### config.mk
export PLATFORM = sky130hd
export DESIGN_NAME = sysmem_arbiter
export DESIGN_NICKNAME = d
export VERILOG_FILES = /design/src/rtl/sysmem_arbiter.sv
export SDC_FILE = /design/constraint.sdc
export NUM_CORES = 1
export LEC_CHECK = 0
export ABC_CLOCK_PERIOD_IN_PS = 1300
export BUFFER_PORTS_ARGS = -buffer_cell sky130_fd_sc_hd__buf_4
export CORE_MARGIN = 2
export CORE_UTILIZATION = 40
export DETAILED_ROUTE_END_ITERATION = 10
export PLACE_DENSITY = 0.73
export SYNTH_ARGS = -nofsm -noshare
export SYNTH_HDL_FRONTEND = slang
export SYNTH_SLANG_ARGS = --single-unit
### constraint.sdc
create_clock -name clk -period 1.3 [get_ports clk]
set_input_delay 0.13 -clock clk [delete_from_list [all_inputs] [get_ports clk]]
set_output_delay 0.13 -clock clk [all_outputs]
set_load 0.01 [all_outputs]
### src/rtl/sysmem_arbiter.sv
// Two-requester sequencer for the four byte-lane system BRAMs (CPU 32-bit port, UART loader 8-bit port).
// Every access runs IDLE -> ISSUE -> WAIT -> DONE; all outputs come straight from registers.
module sysmem_arbiter #(
  parameter int ADDR_W = 10
) (
  input  logic              clk,
  input  logic              resetn,
  input  logic              cpu_valid,
  input  logic [ADDR_W+1:0] cpu_addr,
  input  logic [31:0]       cpu_wdata,
  input  logic [3:0]        cpu_wstrb,
  output logic              cpu_ready,
  output logic [31:0]       cpu_rdata,
  input  logic              ld_valid,
  input  logic [ADDR_W+1:0] ld_addr,
  input  logic              ld_we,
  input  logic [7:0]        ld_wdata,
  output logic              ld_ready,
  output logic [7:0]        ld_rdata,
  input  logic              ld_lock,
  output logic [ADDR_W-1:0] mem_addr,
  output logic [3:0]        mem_ce,
  output logic [3:0]        mem_we,
  output logic [31:0]       mem_di,
  input  logic [31:0]       mem_do
);

  typedef enum logic [1:0] {IDLE, ISSUE, WAIT, DONE} state_t;
  typedef enum logic {GNT_CPU, GNT_LD} gnt_t;

  state_t state, state_d;
  gnt_t   last_grant, last_grant_d;
  gnt_t   grant, grant_d;
  gnt_t   grant_sel;
  logic   grant_valid;
  logic   is_read, is_read_d;
  logic [1:0] lane, lane_d;

  logic [ADDR_W-1:0] mem_addr_d;
  logic [3:0]        mem_ce_d, mem_we_d;
  logic [31:0]       mem_di_d;
  logic              cpu_ready_d, ld_ready_d;
  logic [31:0]       cpu_rdata_d;
  logic [7:0]        ld_rdata_d;

  // The CPU port is word-aligned; its byte offset is never needed.
  logic unused_cpu_offset;
  assign unused_cpu_offset = ^cpu_addr[1:0];

  // State and output registers.
  // NOTE: sequential state uses non-blocking (<=) so every register samples pre-edge values.
  always_ff @(posedge clk or negedge resetn) begin
    if (!resetn) begin
      state      <= IDLE;
      last_grant <= GNT_LD;
      grant      <= GNT_CPU;
      is_read    <= 1'b1;
      lane       <= 2'd0;
      mem_addr   <= '0;
      mem_ce     <= '0;
      mem_we     <= '0;
      mem_di     <= '0;
      cpu_ready  <= 1'b0;
      ld_ready   <= 1'b0;
      cpu_rdata  <= '0;
      ld_rdata   <= '0;
    end else begin
      state      <= state_d;
      last_grant <= last_grant_d;
      grant      <= grant_d;
      is_read    <= is_read_d;
      lane       <= lane_d;
      mem_addr   <= mem_addr_d;
      mem_ce     <= mem_ce_d;
      mem_we     <= mem_we_d;
      mem_di     <= mem_di_d;
      cpu_ready  <= cpu_ready_d;
      ld_ready   <= ld_ready_d;
      cpu_rdata  <= cpu_rdata_d;
      ld_rdata   <= ld_rdata_d;
    end
  end

  // Round-robin arbitration and next state.
  // NOTE: every combinational output gets a default first, so no path can infer a latch.
  always_comb begin
    logic cpu_elig;
    logic ld_elig;
    cpu_elig    = cpu_valid & ~ld_lock;
    ld_elig     = ld_valid;
    grant_valid = cpu_elig | ld_elig;
    grant_sel   = GNT_LD;
    state_d     = state;
    if (cpu_elig && ld_elig)
      grant_sel = (last_grant == GNT_LD) ? GNT_CPU : GNT_LD;
    else if (cpu_elig)
      grant_sel = GNT_CPU;

    unique case (state)
      IDLE:  if (grant_valid) state_d = ISSUE;
      ISSUE: state_d = WAIT;
      WAIT:  state_d = DONE;
      DONE:  state_d = IDLE;
    endcase
  end

  // Next values of the registered BRAM command, ready pulses and read data.
  always_comb begin
    last_grant_d = last_grant;
    grant_d      = grant;
    is_read_d    = is_read;
    lane_d       = lane;
    mem_addr_d   = mem_addr;
    mem_di_d     = mem_di;
    mem_ce_d     = 4'b0000;
    mem_we_d     = 4'b0000;
    cpu_ready_d  = 1'b0;
    ld_ready_d   = 1'b0;
    cpu_rdata_d  = cpu_rdata;
    ld_rdata_d   = ld_rdata;

    unique case (state)
      IDLE: begin
        if (grant_valid) begin
          last_grant_d = grant_sel;
          grant_d      = grant_sel;
          if (grant_sel == GNT_CPU) begin
            mem_addr_d = cpu_addr[ADDR_W+1:2];
            mem_di_d   = cpu_wdata;
            is_read_d  = (cpu_wstrb == 4'b0000);
            lane_d     = 2'd0;
            mem_ce_d   = (cpu_wstrb == 4'b0000) ? 4'hF : cpu_wstrb;
            mem_we_d   = cpu_wstrb;
          end else begin
            mem_addr_d = ld_addr[ADDR_W+1:2];
            mem_di_d   = {4{ld_wdata}};
            is_read_d  = ~ld_we;
            lane_d     = ld_addr[1:0];
            mem_ce_d   = 4'b0001 << ld_addr[1:0];
            mem_we_d   = ld_we ? (4'b0001 << ld_addr[1:0]) : 4'b0000;
          end
        end
      end
      ISSUE: ;
      // BRAM output is valid for the whole WAIT cycle; capture only on reads.
      WAIT: begin
        if (grant == GNT_CPU) begin
          cpu_ready_d = 1'b1;
          if (is_read) cpu_rdata_d = mem_do;
        end else begin
          ld_ready_d = 1'b1;
          if (is_read) ld_rdata_d = mem_do[{lane, 3'b000} +: 8];
        end
      end
      DONE: ;
    endcase
  end

endmodule

# --- Word-level counts from Yosys, hierarchy flattened ---
# Cells that the tools add are included.
word_totals:
  ff_bits: 99
  latchBits: 0
  ram_bits: 0
  mem_bits_ro: 0
  input_bits: 106
  output_inout_bits: 92
  wordCells: 51
  mem_count: 0
op_classes:
  addsub: 0
  n_mul: 0
  div_mod_pow: 0
  order_cmp: 0
  n_eq_ne: 4
  shifts: 2
  n_mux: 21
  bitwise: 5
  reduce_logical: 6
op_table:
  columns: ["op", "count"]
  rows:
  - ["32-bit two-way mux", 1]
  - ["4-bit two-way mux", 8]
  - ["32-bit by 6-bit indexed part select with 8-bit output", 1]
  - ["10-bit two-way mux", 1]
  - ["1-bit two-way mux", 8]
  - ["2-bit case mux with 4 select lines", 1]
  - ["3-bit AND reduction", 2]
  - ["2-bit == test, second input constant", 2]
  - ["4-bit zero test", 1]
  - ["2-bit two-way mux", 2]
  - ["1-bit by 2-bit << shifter with 4-bit output, first input constant", 1]
  - ["1-bit NOT", 3]
  - ["2-bit by 1-bit == test with 1-bit output, second input constant", 1]
  - ["2-bit zero test", 1]
  - ["2-bit != test, second input constant", 1]
  - ["2-bit AND reduction", 1]
  - ["1-bit bitwise AND", 1]
  - ["1-bit logical AND", 1]
  - ["1-bit bitwise OR", 1]

# --- Longest topological paths before layout ---
# Gate-level depths: netlist of run 1.
depth:
  ltp_word: 7
  mapped_depth: 7
  mapped_depth_nobuf: 5

# --- Worst setup path before layout of run 1 ---
# No wires, ideal clock.
synth_timing:
  path_type: "reg2reg"
  start: "register lane[0]"
  end: "register ld_rdata[0]"
  setup_time_ps: 125
  t_arrival_ps: 1311
  required_time_ps: 1175
  slack_ps: -135
  path_stages_with_launch: 4
  path_cell_list: "dfrtp_1 -> buf_2 -> mux4_2 -> mux2_2"
synth_between:
  elab_chain_len: 1
synth_rtl:
  columns: ["item", "line_no", "text"]
  rows:
  - ["from (decl)", "37", "logic [1:0] lane, lane_d;"]
  - ["from (signal assigned)", "72", "lane <= lane_d;"]
  - ["32-bit by 6-bit indexed part select with 8-bit output", "152", "if (is_read) ld_rdata_d = mem_do[{lane, 3'b000} +: 8];"]
  - ["to (signal assigned)", "80", "ld_rdata <= ld_rdata_d;"]
  - ["to (decl)", "19", "output logic [7:0] ld_rdata,"]
# Every way passes these cells.
# A chain may end at the register's enable or synchronous reset.

# --- Worst setup path in the final report of run 1 ---
layout_timing:
  start: "register state[1]"
  end: "register cpu_rdata[7]"
layout_between:
  elab_chain_len: 2
layout_rtl:
  columns: ["item", "line_no", "text"]
  rows:
  - ["from (decl)", "31", "state_t state, state_d;"]
  - ["from (signal assigned)", "68", "state <= state_d;"]
  - ["2-bit == test", "122", "unique case (state)"]
  - ["3-bit AND reduction (no line)", null, null]
  - ["to (signal assigned)", "79", "cpu_rdata <= cpu_rdata_d;"]
  - ["to (decl)", "13", "output logic [31:0] cpu_rdata,"]
# Every way passes these cells.

==> run summary, run 1 <==
Synth Area in Simple Gates = 9.81%
DRC viols = 0
antenna violations before repair = 0
most area-hungry cell type in the Yosys netlist = dfrtp_1
FFs w/ async S/R, synth = 100%
# fillers = 720
post-synthesis register bit count = 99
Post-Synth Adder-Cell Area = 0.591%
Vias = 3907
most common cell after layout, fill and taps aside = buf_4
CTS Root Buffer Type = clkbuf_8
main flop type after synthesis = dfrtp_1
peak supply drop = 0.991 mV
Mapped Area = 4240 sq um
Sequential Area = 2480 sq um
height of the die = 107 microns
DRT iter0 DRCs = 150
Layout Utilization = 68.3%
Top Ports = 198
Syn Nets = 484
Placed Area = 6080 sq um
endpoint type of the worst setup path = flop
fin area = 7050 sq um
crit path cell chain = ha_4, nand3b_1, buf_6, clkbuf_16, mux2_2
GP Congestion = 0.766
Site Rows = 37
synth unique cells = 30
Least-Margin Pin Slew = 686 ps
drt total wl = 13.9 mm
multi-input logic area = 1890 sq um
max-cap viol count = 0
commonest cells after routing, fill and taps aside = buf_4, dfrtp_1, nand2_1
CTS H-tree depth = 3
Initial Utilization = 41.0%
Final #Nets = 730
top area cells in the synthesized netlist = dfrtp_1, mux2_2, nand2_1
Worst Hold Class = primary input to flop
Yosys top cell area share = 57.3%
CP max stage delay = 420 ps
CP Max Fanout = 8
Gate Count Post-Synth = 376
DPL Wire Length = 8.84 mm
Setup Skew = 10.5 ps
per-cell routed wire length = 18.3 microns
sequential share of the synthesized area = 58.5%
Avg Inst Size Synth = 11.3 sq um
First-pass DRT Iterations = 6
main combinational cell family by area after synthesis = multiplexers
RSZ-0062 raised after global routing = yes
CTS tree = built
GRT overflow = 0
Die Wd = 107 microns
CP delay by family, top = flip-flops
Layout Cells excl Fill = 763
WS Path Type = flop to flop
post-route antenna net violation count = 0
slowest CP cell = dfrtp_1
CP bufs+invs = 2
PortBufs = 195
vias in the first global route = 3950
Post-synth EDFFs = 0
XOR/XNOR Fraction of Synth Area = 0%
GRT Total Usage = 23.0%
compound-gate portion of the synthesized area = 12.6%
Max Slew Vio Count = 0
mux contribution to synthesized area = 15.2%
Clk Latency, worst-skew pair = 370 ps
status = complete, but fails checks
# diodes = 0
Power Density = 2040 nW/um^2
final worst slack = -178 ps
Final Power = 14.4 mW
Lkg Pwr = 3.40 nW
Final Hold Viols = 0
Layout area overhead = 66.5%
clk sinks = 99
Tmin final = 1480 ps
total clock buffers created by CTS = 9
Cells after DPL = 706
largest net degree at the start of global routing = 53
Data required, critical path = 1550 ps
TNS Setup = -10750 ps
clock slew seen by the registers of the worst setup and hold paths = 100 ps
Ys Warns = 0
final worst path period share = 114%
FMAX = 676 MHz
crit start category = flop
core area = 10300 sq um
clock buffer depth = 2
first-pass GRT wire length = 20.3 mm
final setup violation count = 94
Worst slew margin = 54.1%
die area = 11400 sq um
WP data arrival = 1730 ps
failing checks = negative setup slack
Vias/cell = 5.12
layout cells sized above 1 = 54.9%
registers in the layout, indices dropped and copies added (netlist names):
signal,flops
last_grant,1
cpu_ready,1
ld_ready,1
mem_addr,10
lane,2
mem_we,4
ld_rdata,8
mem_di,32
mem_ce,4
grant,1
cpu_rdata,32
state,2
is_read,1
through the flow:
step / setup slack (ps) / hold WS, ps
after CTS: -147 / 0.849
after floorplan: -87.6 / -166
after detailed placement: -166 / 68.3
after global placement: -104 / 57.2
after global routing: -223 / -1.69
final: -178 / 16.0
cell families (layout without fill, tap and decap cells):
group | count (synthesis) | after routing
compound gates | 99 | 99
fa+ha+maj | 2 | 2
buf+inv | 29 | 280
flops | 99 | 99
mux | 49 | 49
simple gates | 98 | 98
final timing paths:
kind	slack, ps	endpoint	startpoint	depth (start not counted)
worst min register to register	490	mem_di[24]	mem_di[24]	2
max in group asynchronous	480	mem_di[7]	resetn	3
worst max-delay path	-180	cpu_rdata[7]	state[1]	5
min in group asynchronous	220	cpu_ready	resetn	2
worst max register to register	-180	cpu_rdata[7]	state[1]	5
worst min-delay path	20	cpu_rdata[30]	mem_do[30]	2
report_power, final:
part / internal (mW) / switching, mW
combinational: 3.91 / 3.01
sequential: 4.51 / 0.936
clock: 0.943 / 1.08
total: 9.36 / 5.02
layer usage:
metal	vias up	share of wire [%]	wire length [microns]	track usage [%]
li1	1807	-	-	-
met1	1925	40	5640	28.1
met2	156	51	7150	40.4
met3	19	6.8	946	6.02
met4	0	1.4	195	6.22
met5	-	0	0	0
area by class of cell:
| type | instances | area share, % |
|---|---|---|
| sequential | 99 | 35.2 |
| clock buffer | 10 | 1.95 |
| timing repair buffer | 261 | 32.7 |
| clock inverter | 6 | 0.922 |
| multi-input combinational | 248 | 26.7 |
| tap | 136 | 2.41 |
| inverter | 3 | 0.160 |
synth_stat cells (all sizes together), types with 4 or more instances:
library cell and n:
a31oi 11, a21boi 8, nor2b 4, dfrtp 97, o21ai 37, nand2 63
nor2 19, buf 18, mux2 41, mux4 8, a21oi 39, clkbuf 8
worst reg2reg max path, cell delays in order (launching register included):
cell	delay [ps]
dfrtp_1	420
ha_4	170
nand3b_1	130
buf_6	150
clkbuf_16	160
mux2_2	340
what timing repair did:
action                                 in CTS  in global routing
setup buffers                               6                  1
resized for setup                          78                 30
endpoints found under the hold margin      65                  7
cloned                                      4                  4
setup endpoints to repair                  95                 95
pin swaps                                   9                 34
hold buffers                               19                  7
Note: power is estimated with default switching activity, not from simulation.
==> run 2, diff against run 1 <==
--- a/config.mk
+++ b/config.mk
@@ -11,6 +11,7 @@
 export CORE_UTILIZATION = 40
 export DETAILED_ROUTE_END_ITERATION = 10
 export PLACE_DENSITY = 0.73
+export REMOVE_ABC_BUFFERS = 1
 export SYNTH_ARGS = -nofsm -noshare
 export SYNTH_HDL_FRONTEND = slang
 export SYNTH_SLANG_ARGS = --single-unit
==> run 2 against run 1 <==
Effect of this change: the run still ends with negative setup slack left; utilization shrank 2.8 points; total power shrank 3.1%; wire length shrank 12%; worst hold slack gained 4.8 ps; worst setup slack gained 11 ps; critical path type unchanged; critical endpoint is now ld_rdata[5]; largest cell class unchanged.
==> run summary, run 2 (synthesized netlist as in run 1, its figures left out) <==
Most Crowded Layer GR = met2 (unchanged)
peak supply drop = 1.06 mV (was 0.991 mV)
antenna violations before repair = 0 (unchanged)
failing checks = negative setup slack (unchanged)
Vias = 3805 (was 3907)
Final #Nets = 710 (was 730)
FMAX = 682 MHz (was 676 MHz)
Top Ports = 198 (unchanged)
RR Startpoint = lane[0] (was state[1])
Lkg Pwr = 3.19 nW (was 3.40 nW)
GP Congestion = 0.777 (was 0.766)
FF-to-FF path depth = 3 (was 5)
crit start category = flop (unchanged)
# diodes = 0 (unchanged)
CTS Root Buffer Type = clkbuf_8 (unchanged)
first-pass GRT wire length = 18.2 mm (was 20.3 mm)
Initial Utilization = 41.0% (unchanged)
global routing met2 resource utilization = 36.5% (was 40.4%)
Clk Latency, worst-skew pair = 360 ps (was 370 ps)
layout cells sized above 1 = 55.4% (was 54.9%)
status = complete, but fails checks (unchanged)
Worst Hold Class = primary input to flop (unchanged)
most common cell after layout, fill and taps aside = buf_4 (unchanged)
Worst slew margin = 72.1% (was 54.1%)
CP Max Fanout = 8 (unchanged)
# fillers = 783 (was 720)
Tmin final = 1470 ps (was 1480 ps)
endpoint type of the worst setup path = flop (unchanged)
Placed Area = 6030 sq um (was 6080 sq um)
total clock buffers created by CTS = 9 (unchanged)
GR Util met3 = 5.78% (was 6.02%)
Cells after DPL = 703 (was 706)
DRC viols = 0 (unchanged)
drt total wl = 12.3 mm (was 13.9 mm)
hold depth = 2 (unchanged)
RSZ-0062 raised after global routing = yes (unchanged)
Layout Cells excl Fill = 742 (was 763)
pre-CTS setup slack = -210 ps (was -166 ps)
die area = 11400 sq um (unchanged)
Site Rows = 37 (unchanged)
clock slew seen by the registers of the worst setup and hold paths = 90 ps (was 100 ps)
clk sinks = 99 (unchanged)
height of the die = 107 microns (unchanged)
First-pass DRT Iterations = 4 (was 6)
TNS Setup = -8770 ps (was -10750 ps)
vias in the first global route = 3641 (was 3950)
PortBufs = 195 (unchanged)
Data required, critical path = 1540 ps (was 1550 ps)
Die Wd = 107 microns (unchanged)
final setup violation count = 94 (unchanged)
Power Density = 2060 nW/um^2 (was 2040 nW/um^2)
biggest regs = cpu_rdata x32, mem_di x32, mem_addr x10 (unchanged)
final worst slack = -167 ps (was -178 ps)
Hold Path Sink = cpu_rdata[6] (was cpu_rdata[30])
worst hold start = mem_do[6] (was mem_do[30])
DRT iter0 DRCs = 190 (was 150)
Layout area overhead = 59.7% (was 66.5%)
Vias/cell = 5.13 (was 5.12)
worst reg2reg setup slack = -170 ps (was -180 ps)
commonest cells after routing, fill and taps aside = buf_4, dfrtp_1, nand2_1 (unchanged)
CTS tree = built (unchanged)
worst reg2reg endpoint = ld_rdata[5] (was cpu_rdata[7])
fin area = 6770 sq um (was 7050 sq um)
max-cap viol count = 0 (unchanged)
clock buffer depth = 2 (unchanged)
CTS H-tree depth = 3 (unchanged)
GRT overflow = 0 (unchanged)
core area = 10300 sq um (unchanged)
WP data arrival = 1700 ps (was 1730 ps)
Layout Utilization = 65.5% (was 68.3%)
Max Slew Vio Count = 0 (unchanged)
Setup Skew = 10.0 ps (was 10.5 ps)
post-route antenna net violation count = 0 (unchanged)
GRT Total Usage = 20.5% (was 23.0%)
Final Hold Viols = 0 (unchanged)
per-cell routed wire length = 16.6 microns (was 18.3 microns)
Crit. Startpoint = lane[0] (was state[1])
WS Path Type = flop to flop (unchanged)
M1 GR Usage = 23.9% (was 28.1%)
largest net degree at the start of global routing = 44 (was 53)
Least-Margin Pin Slew = 418 ps (was 686 ps)
final worst path period share = 113% (was 114%)
DPL Wire Length = 8.42 mm (was 8.84 mm)
[run 2: cell types whose count changed in the layout (fill, tap and decap cells not counted), sizes merged]
| cell | before | now |
|---|---|---|
| dlygate4sd3 | 26 | 12 |
| buf | 232 | 225 |
| clkbuf | 13 | 15 |
| clkinv | 4 | 2 |
| clkinvlp | 1 | 0 |
| inv | 3 | 4 |
[run 2: how the worst max path moves through the flow]
stage,end,slack (ps)
6_report,ld_rdata[5],-170
5_1_grt,cpu_rdata[2],-210
4_1_cts,cpu_rdata[31],-140
3_5_place_dp,mem_di[20],-210
3_3_place_gp,mem_we[0],-130
2_1_floorplan,lane[0],-1820
[run 2: repair_timing]
action                                 in CTS  in global routing
gates cloned                                2                  5
endpoints found under the hold margin      29                  6
setup endpoints to repair                  96                 96
hold buffers                                6                  6
resized for setup                          50                 42
pin swaps                                   4                 33
buffers inserted                            2                  4
[run 2: where the power goes]
group	internal, mW	switching, mW
sequential	4.51	0.854
clock	0.986	1.02
combinational	3.72	2.84
[run 2: cell type report]
cell class / instances / area, sq um / share of cell area (%)
Inverter: 3 / 11.3 / 0.166
Tap cell: 136 / 170 / 2.51
Timing Repair Buffer: 241 / 2090 / 30.9
Clock inverter: 4 / 48.8 / 0.721
Clock buffer: 11 / 151 / 2.24
Multi-Input combinational cell: 248 / 1820 / 26.8
Sequential cell: 99 / 2480 / 36.6
[run 2: per-stage QoR]
| stage | power, mW | hold slack (ps) |
|---|---|---|
| floorplan | 7.96 | -166 |
| global placement | 11.1 | 65.8 |
| detailed placement | 11.4 | 78.7 |
| CTS | 13.6 | 0.457 |
| global route | 14.8 | 0.750 |
| finish | 13.9 | 20.8 |
[run 2: critical path: stages, from the launching register on]
cell and delay, ps:
dfrtp_1 400, buf_12 150, mux4_2 510, mux2_2 280
[run 2: routing by layer]
| layer | wire (microns) | vias up |
|---|---|---|
| li1 | - | 1775 |
| met1 | 4880 | 1854 |
| met2 | 6280 | 160 |
| met3 | 944 | 16 |
| met4 | 210 | 0 |
| met5 | 0 | - |
